**src/rtl/plugin_recurrence_gen_pkg.sv**
```systemverilog
// Shared types for the recurrence plugin: modes, FSM states, seeds.
// Seeds a(0)/a(1) are tiny, so they are kept 2 bits wide and zero-extended.
package plugin_recurrence_gen_pkg;

  typedef enum logic [1:0] {
    FIB   = 2'd0,
    LUCAS = 2'd1,
    PELL  = 2'd2,
    RSVD  = 2'd3
  } rec_mode_e;

  typedef enum logic [1:0] {
    IDLE   = 2'd0,
    CALC   = 2'd1,
    FINISH = 2'd2
  } rec_state_e;

  localparam logic [1:0] FIB_A0   = 2'd0;
  localparam logic [1:0] FIB_A1   = 2'd1;
  localparam logic [1:0] LUCAS_A0 = 2'd2;
  localparam logic [1:0] LUCAS_A1 = 2'd1;
  localparam logic [1:0] PELL_A0  = 2'd0;
  localparam logic [1:0] PELL_A1  = 2'd1;

  function automatic logic [1:0] seed0(input rec_mode_e m);
    logic [1:0] s;
    s = 2'd0;
    case (m)
      FIB:     s = FIB_A0;
      LUCAS:   s = LUCAS_A0;
      PELL:    s = PELL_A0;
      default: s = 2'd0;
    endcase
    return s;
  endfunction

  function automatic logic [1:0] seed1(input rec_mode_e m);
    logic [1:0] s;
    s = 2'd0;
    case (m)
      FIB:     s = FIB_A1;
      LUCAS:   s = LUCAS_A1;
      PELL:    s = PELL_A1;
      default: s = 2'd0;
    endcase
    return s;
  endfunction

endpackage

```
**src/rtl/plugin_recurrence_gen_step.sv**
```systemverilog
// One recurrence step: next = k*b + a, k in {1,2} (dbl_i selects k=2).
// Ports: a_i, b_i terms in; next_o truncated term; ovf_o set on carry-out.
module plugin_recurrence_gen_step #(
  parameter int DATA_WIDTH = 32
) (
  input  logic [DATA_WIDTH-1:0] a_i,
  input  logic [DATA_WIDTH-1:0] b_i,
  input  logic                  dbl_i,
  output logic [DATA_WIDTH-1:0] next_o,
  output logic                  ovf_o
);

  logic [DATA_WIDTH+1:0] kb;
  logic [DATA_WIDTH+1:0] sum;

  always_comb begin
    kb     = dbl_i ? {1'b0, b_i, 1'b0} : {2'b00, b_i};
    sum    = kb + {2'b00, a_i};
    next_o = sum[DATA_WIDTH-1:0];
    ovf_o  = |sum[DATA_WIDTH+1:DATA_WIDTH];
  end

endmodule

```
**src/rtl/plugin_recurrence_gen.sv**
```systemverilog
// Iterative a(i)=k*a(i-1)+a(i-2) generator behind start/busy/done.
// Ports: clk, reset (sync high), start, abort, operand_a (n),
// operand_b[1:0] (mode) in; busy, done, result, overflow, error out.
// Macro PLUGIN_REC_SATURATE_EN: saturate result to all ones on overflow.
module plugin_recurrence_gen
  import plugin_recurrence_gen_pkg::*;
#(
  parameter int DATA_WIDTH = 32,
  parameter int CNT_WIDTH  = 16
) (
  input  logic                  clk,
  input  logic                  reset,
  input  logic                  start,
  input  logic                  abort,
  input  logic [DATA_WIDTH-1:0] operand_a,
  input  logic [DATA_WIDTH-1:0] operand_b,
  output logic                  busy,
  output logic                  done,
  output logic [DATA_WIDTH-1:0] result,
  output logic                  overflow,
  output logic                  error
);

  localparam int PADW = DATA_WIDTH - 2;

  rec_state_e            state_q, state_d;
  rec_mode_e             mode_q, mode_d;
  logic [CNT_WIDTH-1:0]  n_q, n_d;
  logic [CNT_WIDTH:0]    cnt_q, cnt_d;
  logic [DATA_WIDTH-1:0] a_q, a_d;
  logic [DATA_WIDTH-1:0] b_q, b_d;
  logic                  ovf_q, ovf_d;
  logic [DATA_WIDTH-1:0] result_q, result_d;
  logic                  overflow_q, overflow_d;
  logic                  error_q, error_d;

  logic [DATA_WIDTH-1:0] nxt;
  logic                  step_ovf;
  logic                  fin_ovf;
  logic [DATA_WIDTH-1:0] fin_res;
  rec_mode_e             req_mode;
  logic [CNT_WIDTH-1:0]  req_n;
  logic [DATA_WIDTH-1:0] req_a0;
  logic [DATA_WIDTH-1:0] req_a1;
  logic                  unused_bits;

  assign unused_bits = ^{operand_a[DATA_WIDTH-1:CNT_WIDTH],
                         operand_b[DATA_WIDTH-1:2]};

  plugin_recurrence_gen_step #(
    .DATA_WIDTH(DATA_WIDTH)
  ) u_step (
    .a_i   (a_q),
    .b_i   (b_q),
    .dbl_i (mode_q == PELL),
    .next_o(nxt),
    .ovf_o (step_ovf)
  );

  always_comb begin
    req_mode = rec_mode_e'(operand_b[1:0]);
    req_n    = operand_a[CNT_WIDTH-1:0];
    req_a0   = {{PADW{1'b0}}, seed0(req_mode)};
    req_a1   = {{PADW{1'b0}}, seed1(req_mode)};
    fin_ovf  = ovf_q | step_ovf;
`ifdef PLUGIN_REC_SATURATE_EN
    fin_res  = fin_ovf ? '1 : nxt;
`else
    fin_res  = nxt;
`endif
  end

  always_comb begin
    state_d    = state_q;
    mode_d     = mode_q;
    n_d        = n_q;
    cnt_d      = cnt_q;
    a_d        = a_q;
    b_d        = b_q;
    ovf_d      = ovf_q;
    result_d   = result_q;
    overflow_d = overflow_q;
    error_d    = error_q;
    case (state_q)
      IDLE: begin
        if (start) begin
          mode_d = req_mode;
          n_d    = req_n;
          a_d    = req_a0;
          b_d    = req_a1;
          cnt_d  = (CNT_WIDTH+1)'(2);
          ovf_d  = 1'b0;
          if (req_mode == RSVD) begin
            state_d    = FINISH;
            result_d   = '0;
            overflow_d = 1'b0;
            error_d    = 1'b1;
          end else if (req_n < CNT_WIDTH'(2)) begin
            state_d    = FINISH;
            result_d   = (req_n == '0) ? req_a0 : req_a1;
            overflow_d = 1'b0;
            error_d    = 1'b0;
          end else begin
            state_d = CALC;
          end
        end
      end
      CALC: begin
        if (abort) begin
          state_d = IDLE;
        end else begin
          a_d   = b_q;
          b_d   = nxt;
          cnt_d = cnt_q + 1'b1;
          ovf_d = fin_ovf;
          // cnt_q is the index of the term produced this cycle
          if (cnt_q == {1'b0, n_q}) begin
            state_d    = FINISH;
            result_d   = fin_res;
            overflow_d = fin_ovf;
            error_d    = 1'b0;
          end
        end
      end
      FINISH: state_d = IDLE;
      default: state_d = IDLE;
    endcase
  end

  always_ff @(posedge clk) begin
    if (reset) begin
      state_q    <= IDLE;
      mode_q     <= FIB;
      n_q        <= '0;
      cnt_q      <= '0;
      a_q        <= '0;
      b_q        <= '0;
      ovf_q      <= 1'b0;
      result_q   <= '0;
      overflow_q <= 1'b0;
      error_q    <= 1'b0;
    end else begin
      state_q    <= state_d;
      mode_q     <= mode_d;
      n_q        <= n_d;
      cnt_q      <= cnt_d;
      a_q        <= a_d;
      b_q        <= b_d;
      ovf_q      <= ovf_d;
      result_q   <= result_d;
      overflow_q <= overflow_d;
      error_q    <= error_d;
    end
  end

  assign busy     = (state_q == CALC);
  assign done     = (state_q == FINISH);
  assign result   = result_q;
  assign overflow = overflow_q;
  assign error    = error_q;

endmodule

```
**config.mk**
```make
export PLATFORM = sky130hd
export DESIGN_NAME = plugin_recurrence_gen
export DESIGN_NICKNAME = d
export VERILOG_FILES = /design/src/rtl/plugin_recurrence_gen_pkg.sv /design/src/rtl/plugin_recurrence_gen_step.sv /design/src/rtl/plugin_recurrence_gen.sv
export SDC_FILE = /design/constraint.sdc
export NUM_CORES = 1
export LEC_CHECK = 0
export ABC_AREA = 0
export BUFFER_PORTS_ARGS = -buffer_cell sky130_fd_sc_hd__buf_4
export CELL_PAD_IN_SITES_DETAIL_PLACEMENT = 0
export CELL_PAD_IN_SITES_GLOBAL_PLACEMENT = 1
export CORE_MARGIN = 8
export CORE_UTILIZATION = 35
export CTS_CLUSTER_SIZE = 14
export DETAILED_ROUTE_END_ITERATION = 7
export PLACE_DENSITY = 0.7
export SETUP_SLACK_MARGIN = 0.15
export SYNTH_ARGS = -nofsm -noshare
export SYNTH_HDL_FRONTEND = slang
export SYNTH_SLANG_ARGS = --single-unit
```
**constraint.sdc**
```tcl
create_clock -name clk -period 3.4 [get_ports clk]
set_input_delay 0.68 -clock clk [delete_from_list [all_inputs] [get_ports clk]]
set_output_delay 0.68 -clock clk [all_outputs]
set_load 0.02 [all_outputs]
```
==> impl_metrics.env, run 1 <==
export IMPL_rsz0062_at_grt="yes"
export IMPL_wirelength_mm=21.3
export IMPL_antenna_left=0
export IMPL_clockBufferDepth=2
export IMPL_avgRoutedWirePerCell_microns=16.4
export IMPL_grt_pass1_vias=6540
export IMPL_reg2reg_depth=13
export IMPL_area_growth_pct=21.2
export IMPL_yosys_top_cells_area="dfxtp_1, nand2_1, a21oi_1, ha_1, nand3_1"
export IMPL_end_kind="flip-flop"
export IMPL_multi_input_area_sq_um=4440
export IMPL_async_flop_share=0
export IMPL_pin_count=104
export IMPL_avgSynthCellArea_sq_um=7.64
export IMPL_hold_path_startpoint="a_q[8]"
export IMPL_tns_ns=0
export IMPL_post_layout_nonfiller_instances=1295
export IMPL_grt_pass1_wl_mm=34.3
export IMPL_clock_skew_final_ns=0.00911
export IMPL_cp_common_cell="nand2_1"
export IMPL_worstMarginPinSlew_ns=1.02
export IMPL_min_period_over_period=0.919
export IMPL_synthFlopType="dfxtp_1"
export IMPL_syn_inst=960
export IMPL_p_seq_frac=0.420
export IMPL_synth_top_cell_by_area="dfxtp_1"
export IMPL_routed_via_density=5.16
export IMPL_grt_usage=0.162
export IMPL_drv_cap=0
export IMPL_cp_data_required_time_ns=3.76
export IMPL_setup_viol=0
export IMPL_crit_slowest_cell="or4_1"
export IMPL_synth_top_area_share=0.371
export IMPL_antenna_cells=0
export IMPL_cp_slowest_stage_delay_ns=0.39
export IMPL_cts_tree="yes"
export IMPL_status="complete, no violations"
export IMPL_grt_overflow_total=0
export IMPL_p_leak_nw=3.62
export IMPL_crit_type="flip-flop to flip-flop"
export IMPL_gp_congestion=0.849
export IMPL_cp_cell_sequence="nand2b_4 > buf_12 > nand2_1 > nand2_1 > ha_1 > and2_4 > or4_1 > o22a_2 > a211oi_4 > o21ai_2 > xor2_1 > nand3_1 > a21oi_1"
export IMPL_syn_num_nets=1062
export IMPL_hpwlAfterDp_mm=14.4
export IMPL_die_h_microns=161
export IMPL_ys_ff_latch=136
export IMPL_cp_start_kind="flip-flop"
export IMPL_worstHoldEndpoint="a_q[8]"
export IMPL_max_freq_ghz=0.320
export IMPL_placedCellCount=1259
export IMPL_switching_share=0.275
export IMPL_relSlewSlack=0.316
export IMPL_core_area_sq_um=20800
export IMPL_fill_cells=2181
export IMPL_cts_root_buf="clkbuf_16"
export IMPL_power_density_nw_per_um2=440
export IMPL_ys_types=66
export IMPL_drive_gt1_frac=0.151
export IMPL_regToRegStartpoint="mode_q[0]"
export IMPL_die_area_sq_um=25900
export IMPL_vias=6676
export IMPL_critPathArrivalTime_ns=3.48
export IMPL_start_util=0.352
export IMPL_rrSetupSlack_ns=0.27
export IMPL_peakVddDrop_mv=0.382
export IMPL_mostFrequentLayoutCells="nand2_1, dfxtp_1, a21oi_1, buf_4, nor2_1"
export IMPL_crit_path_max_fanout=16
export IMPL_syn_cell_area_sq_um=7340
export IMPL_p_comb_frac=0.099
export IMPL_synth_edf_count=0
export IMPL_numPortBuffers=57
export IMPL_grt_max_degree=59
export IMPL_intPower_mw=2.84
export IMPL_antenna_found_initial=0
export IMPL_clockPowerShare=0.481
export IMPL_power_switching_mw=1.07
export IMPL_seq_area_frac_synth=0.371
export IMPL_die_width_microns=161
export IMPL_worstSkewPairLatency_ns=0.43
export IMPL_layout_min_cycle_time_ns=3.13
export IMPL_drtIter0Drc=323
export IMPL_whs_path_depth=2
export IMPL_final_common_cell="nand2_1"
export IMPL_hold_viol=0
export IMPL_path_clk_slew_ns=0.06
export IMPL_h_tree_depth=4
export IMPL_yosysWarnings=0
export IMPL_nets=1109
export IMPL_firstDrtPassIters=5
export IMPL_drc=0
export IMPL_r2r_end="result[20]"
export IMPL_min_path_type="flip-flop to flip-flop"
export IMPL_register_area_sq_um=2730
export IMPL_slew_viol_final=0
export IMPL_cts_num_sinks=136
export IMPL_cts_buffers=17
export IMPL_core_rowCount=53
## state kept, by name, summed over array words and instances (netlist names)
| name | count |
|---|---|
| error | 1 |
| result | 32 |
| ovf_q | 1 |
| b_q | 32 |
| n_q | 16 |
| state_q | 2 |
| cnt_q | 17 |
| mode_q | 2 |
| a_q | 32 |
| overflow | 1 |
## layout make-up
type                            count  area share
Multi-Input combinational cell    751       0.500
Clock buffer                       17      0.0478
Timing Repair Buffer               89      0.0836
Clock inverter                     15      0.0187
Tap cell                          275      0.0387
Sequential cell                   136       0.306
Inverter                           12     0.00507
## per-stage QoR
stage / worst slack (ns) / power, mW / utilization / instance area (sq um) / hold WS (ns)
final: 0.275 / 3.91 / 0.427 / 8890 / 0.457
after global routing: 0.139 / 4.06 / 0.427 / 8890 / 0.479
after CTS: 0.154 / 3.95 / 0.420 / 8750 / 0.460
after detailed placement: 0.0334 / 2.05 / 0.391 / 8150 / 0.452
after global placement: 0.0347 / 2.05 / 0.391 / 8150 / 0.444
after floorplan: 0.289 / 1.90 / - / 7340 / 0.436
## per-layer routing
metal	vias up	wire length (microns)	GRT usage
met5	-	0	0
met4	0	329	0.0535
met3	19	670	0.0330
met2	118	9660	0.263
met1	3123	10600	0.213
li1	3416	-	-
## Yosys cell counts (all sizes together), types with 3 or more instances
cell and instances:
nand2b 12, clkbuf 50, o21ai 27, dfxtp 136
a21oi 113, and2 4, a21o 14, nor4 5
a31oi 4, and3 7, nand3 58, nor2 67
o211ai 4, ha 33, nor3 9, o21bai 6
mux2i 11, xnor2 32, nand4 12, inv 10
buf 11, or3 4, nor2b 6, a211oi 13
and4 3, xor2 25, a22o 20, nand2 227
## how the worst max path moves through the flow
stage | startpoint | to | slack [ns] | cells past startpoint
2_1_floorplan | mode_q[1] | ovf_q | 0.29 | 14
3_3_place_gp | mode_q[1] | overflow | 0.03 | 13
3_5_place_dp | mode_q[1] | overflow | 0.03 | 13
4_1_cts | mode_q[0] | overflow | 0.15 | 13
5_1_grt | mode_q[0] | b_q[27] | 0.14 | 14
6_report | mode_q[0] | result[20] | 0.27 | 13
## timing repair
| item | in CTS | in global routing |
|---|---|---|
| hold buffers | 0 | 0 |
| pin swaps | 1 | 4 |
| endpoints found under the setup margin | 13 | 29 |
| buffers inserted | 0 | 3 |
| resized for setup | 4 | 20 |
| gates cloned | 0 | 1 |
## worst max-delay path, delay by kind of cell (launching register included)
kind,cells,cell delay (ns)
flops,1,0.34
buf+inv,1,0.16
xor+xnor,1,0.24
fa+ha+maj,1,0.37
simple gates,6,1.07
compound gates,4,0.87
## power groups by stage
stage | Combinational [mW] | Clock (mW) | Sequential (mW)
3_3_place_gp | 0.375 | 0 | 1.68
3_5_place_dp | 0.377 | 0 | 1.68
5_1_grt | 0.422 | 1.99 | 1.65
2_1_floorplan | 0.222 | 0 | 1.68
6_report | 0.388 | 1.88 | 1.64
4_1_cts | 0.380 | 1.93 | 1.64
## kinds of logic (layout without fill, tap and decap cells)
family | Yosys count | in the layout | share of synthesized area
buffers and inverters | 73 | 133 | 0.0394
XOR/XNOR | 57 | 57 | 0.0680
AND/OR/NAND/NOR | 418 | 418 | 0.247
multiplexers | 12 | 12 | 0.0165
flip-flops | 136 | 136 | 0.371
adder cells (fa/ha/maj) | 34 | 34 | 0.0590
AO/OA/AOI/OAI | 230 | 230 | 0.199
Note: power is estimated with default switching activity, not from simulation.
==> run 2, diff against run 1 <==
clock period = 3.9 ns   (was 3.4 ns; I/O delays follow)
==> impl_metrics.env, run 2 (synthesis results as in run 1) <==
export IMPL_rsz0062_at_grt="no"
export IMPL_grt_overflow_total=0
export IMPL_final_common_cell="nand2_1"
export IMPL_crit_type="flip-flop to flip-flop"
export IMPL_path_clk_slew_ns=0.07
export IMPL_fill_cells=2195
export IMPL_cts_setup_buffers=0
export IMPL_hpwlAfterDp_mm=14.3
export IMPL_die_h_microns=161
export IMPL_clock_skew_final_ns=0.00921
export IMPL_drv_cap=0
export IMPL_cts_num_sinks=136
export IMPL_clockBufferDepth=2
export IMPL_reg2reg_depth=13
export IMPL_drc=0
export IMPL_final_util=0.414
export IMPL_h_tree_depth=4
export IMPL_status="complete, no violations"
export IMPL_p_seq_frac=0.423
export IMPL_p_comb_frac=0.092
export IMPL_grt_pass1_wl_mm=34.4
export IMPL_intPower_mw=2.46
export IMPL_switching_share=0.273
export IMPL_grt_pass1_vias=6558
export IMPL_regToRegStartpoint="mode_q[0]"
export IMPL_drtIter0Drc=330
export IMPL_core_rowCount=53
export IMPL_cts_tree="yes"
export IMPL_antenna_left=0
export IMPL_endpoint="overflow"
export IMPL_layout_min_cycle_time_ns=3.30
export IMPL_wirelength_mm=20.6
export IMPL_antenna_cells=0
export IMPL_die_area_sq_um=25900
export IMPL_peakVddDrop_mv=0.264
export IMPL_min_period_over_period=0.846
export IMPL_cts_buffers=17
export IMPL_worstMarginPinSlew_ns=1.06
export IMPL_avgRoutedWirePerCell_microns=16.1
export IMPL_start_util=0.352
export IMPL_power_switching_uw=924
export IMPL_max_freq_ghz=0.303
export IMPL_mostFrequentLayoutCells="nand2_1, dfxtp_1, a21oi_1, buf_4, nor2_1"
export IMPL_hold_viol=0
export IMPL_drive_gt1_frac=0.123
export IMPL_area_growth_pct=17.5
export IMPL_relSlewSlack=0.289
export IMPL_startpoint="mode_q[0]"
export IMPL_post_cts_resized=0
export IMPL_setup_viol=0
export IMPL_p_leak_nw=3.48
export IMPL_cp_start_kind="flip-flop"
export IMPL_cp_data_required_time_ns=4.26
export IMPL_crit_path_max_fanout=12
export IMPL_clockPowerShare=0.485
export IMPL_worstSkewPairLatency_ns=0.42
export IMPL_grt_usage=0.162
export IMPL_nets=1093
export IMPL_antenna_found_initial=0
export IMPL_rrSetupSlack_ns=0.60
export IMPL_vias=6626
export IMPL_numPortBuffers=57
export IMPL_tns_ns=0
export IMPL_pin_count=104
export IMPL_routed_via_density=5.18
export IMPL_end_kind="flip-flop"
export IMPL_core_area_sq_um=20800
export IMPL_cts_root_buf="clkbuf_16"
export IMPL_gp_congestion=0.860
export IMPL_r2r_end="overflow"
export IMPL_slew_viol_final=0
export IMPL_critPathArrivalTime_ns=3.66
export IMPL_grt_max_degree=59
export IMPL_hold_buffers=0
export IMPL_die_width_microns=161
export IMPL_min_path_type="flip-flop to flip-flop"
export IMPL_power_density_nw_per_um2=393
export IMPL_firstDrtPassIters=5
run 2: changes by cell type in the layout (fill, tap and decap cells not counted), moves of 3 or more:
cell	change
a21oi_1	+6
buf_4	-11
a21oi_2	-6
buf_12	-3
clkinvlp_4	-3
run 2: area by class of cell:
class / instances / area (sq um) / share of cell area
Tap cell: 275 / 344 / 0.0399
Sequential cell: 136 / 2720 / 0.316
Multi-Input combinational cell: 751 / 4360 / 0.506
Inverter: 12 / 45.0 / 0.00522
Timing Repair Buffer: 73 / 561 / 0.0650
Clock buffer: 17 / 425 / 0.0493
Clock inverter: 15 / 165 / 0.0192
run 2: stage by stage:
stage	setup WS, ns	hold WS, ns	power (mW)	instance area (sq um)	std cells
after floorplan	0.789	0.436	1.65	7340	960
after global placement	0.658	0.444	1.78	8030	1247
after detailed placement	0.604	0.452	1.78	8030	1247
after CTS	0.600	0.460	3.43	8620	1279
after global routing	0.250	0.477	3.53	8620	1279
final	0.601	0.457	3.39	8620	1279
run 2: layer usage:
metal,wire length [microns],up-vias,track usage
li1,-,3378,-
met1,10200,3102,0.212
met2,9350,125,0.267
met3,740,21,0.0343
met4,270,0,0.0429
met5,0,-,0
run 2: power by group through the flow:
stage	logic (mW)	clock network, mW	registers (mW)
after floorplan	0.193	0	1.46
after global placement	0.318	0	1.46
after detailed placement	0.318	0	1.46
after CTS	0.319	1.68	1.43
after global routing	0.348	1.75	1.43
final	0.313	1.64	1.43
run 2: worst max-delay path, stage by stage, from the launching register on:
cell and delay [ns]:
dfxtp_1 0.32, nand2b_1 0.21, buf_4 0.22, nand2_1 0.07
nand2_1 0.05, ha_1 0.35, and2_4 0.20, or4_1 0.39
o22a_2 0.25, a21oi_1 0.26, o21bai_1 0.21, a21oi_1 0.20
mux2_2 0.37, o21ai_1 0.11
run 2: worst min-delay path by stage:
stage | end | depth (start not counted) | startpoint | slack, ns
after floorplan | a_q[0] | 2 | a_q[0] | 0.44
after global placement | a_q[9] | 2 | a_q[9] | 0.44
after detailed placement | a_q[8] | 2 | a_q[8] | 0.45
after CTS | a_q[8] | 2 | a_q[8] | 0.46
after global routing | a_q[8] | 2 | a_q[8] | 0.48
final | a_q[9] | 2 | a_q[9] | 0.46
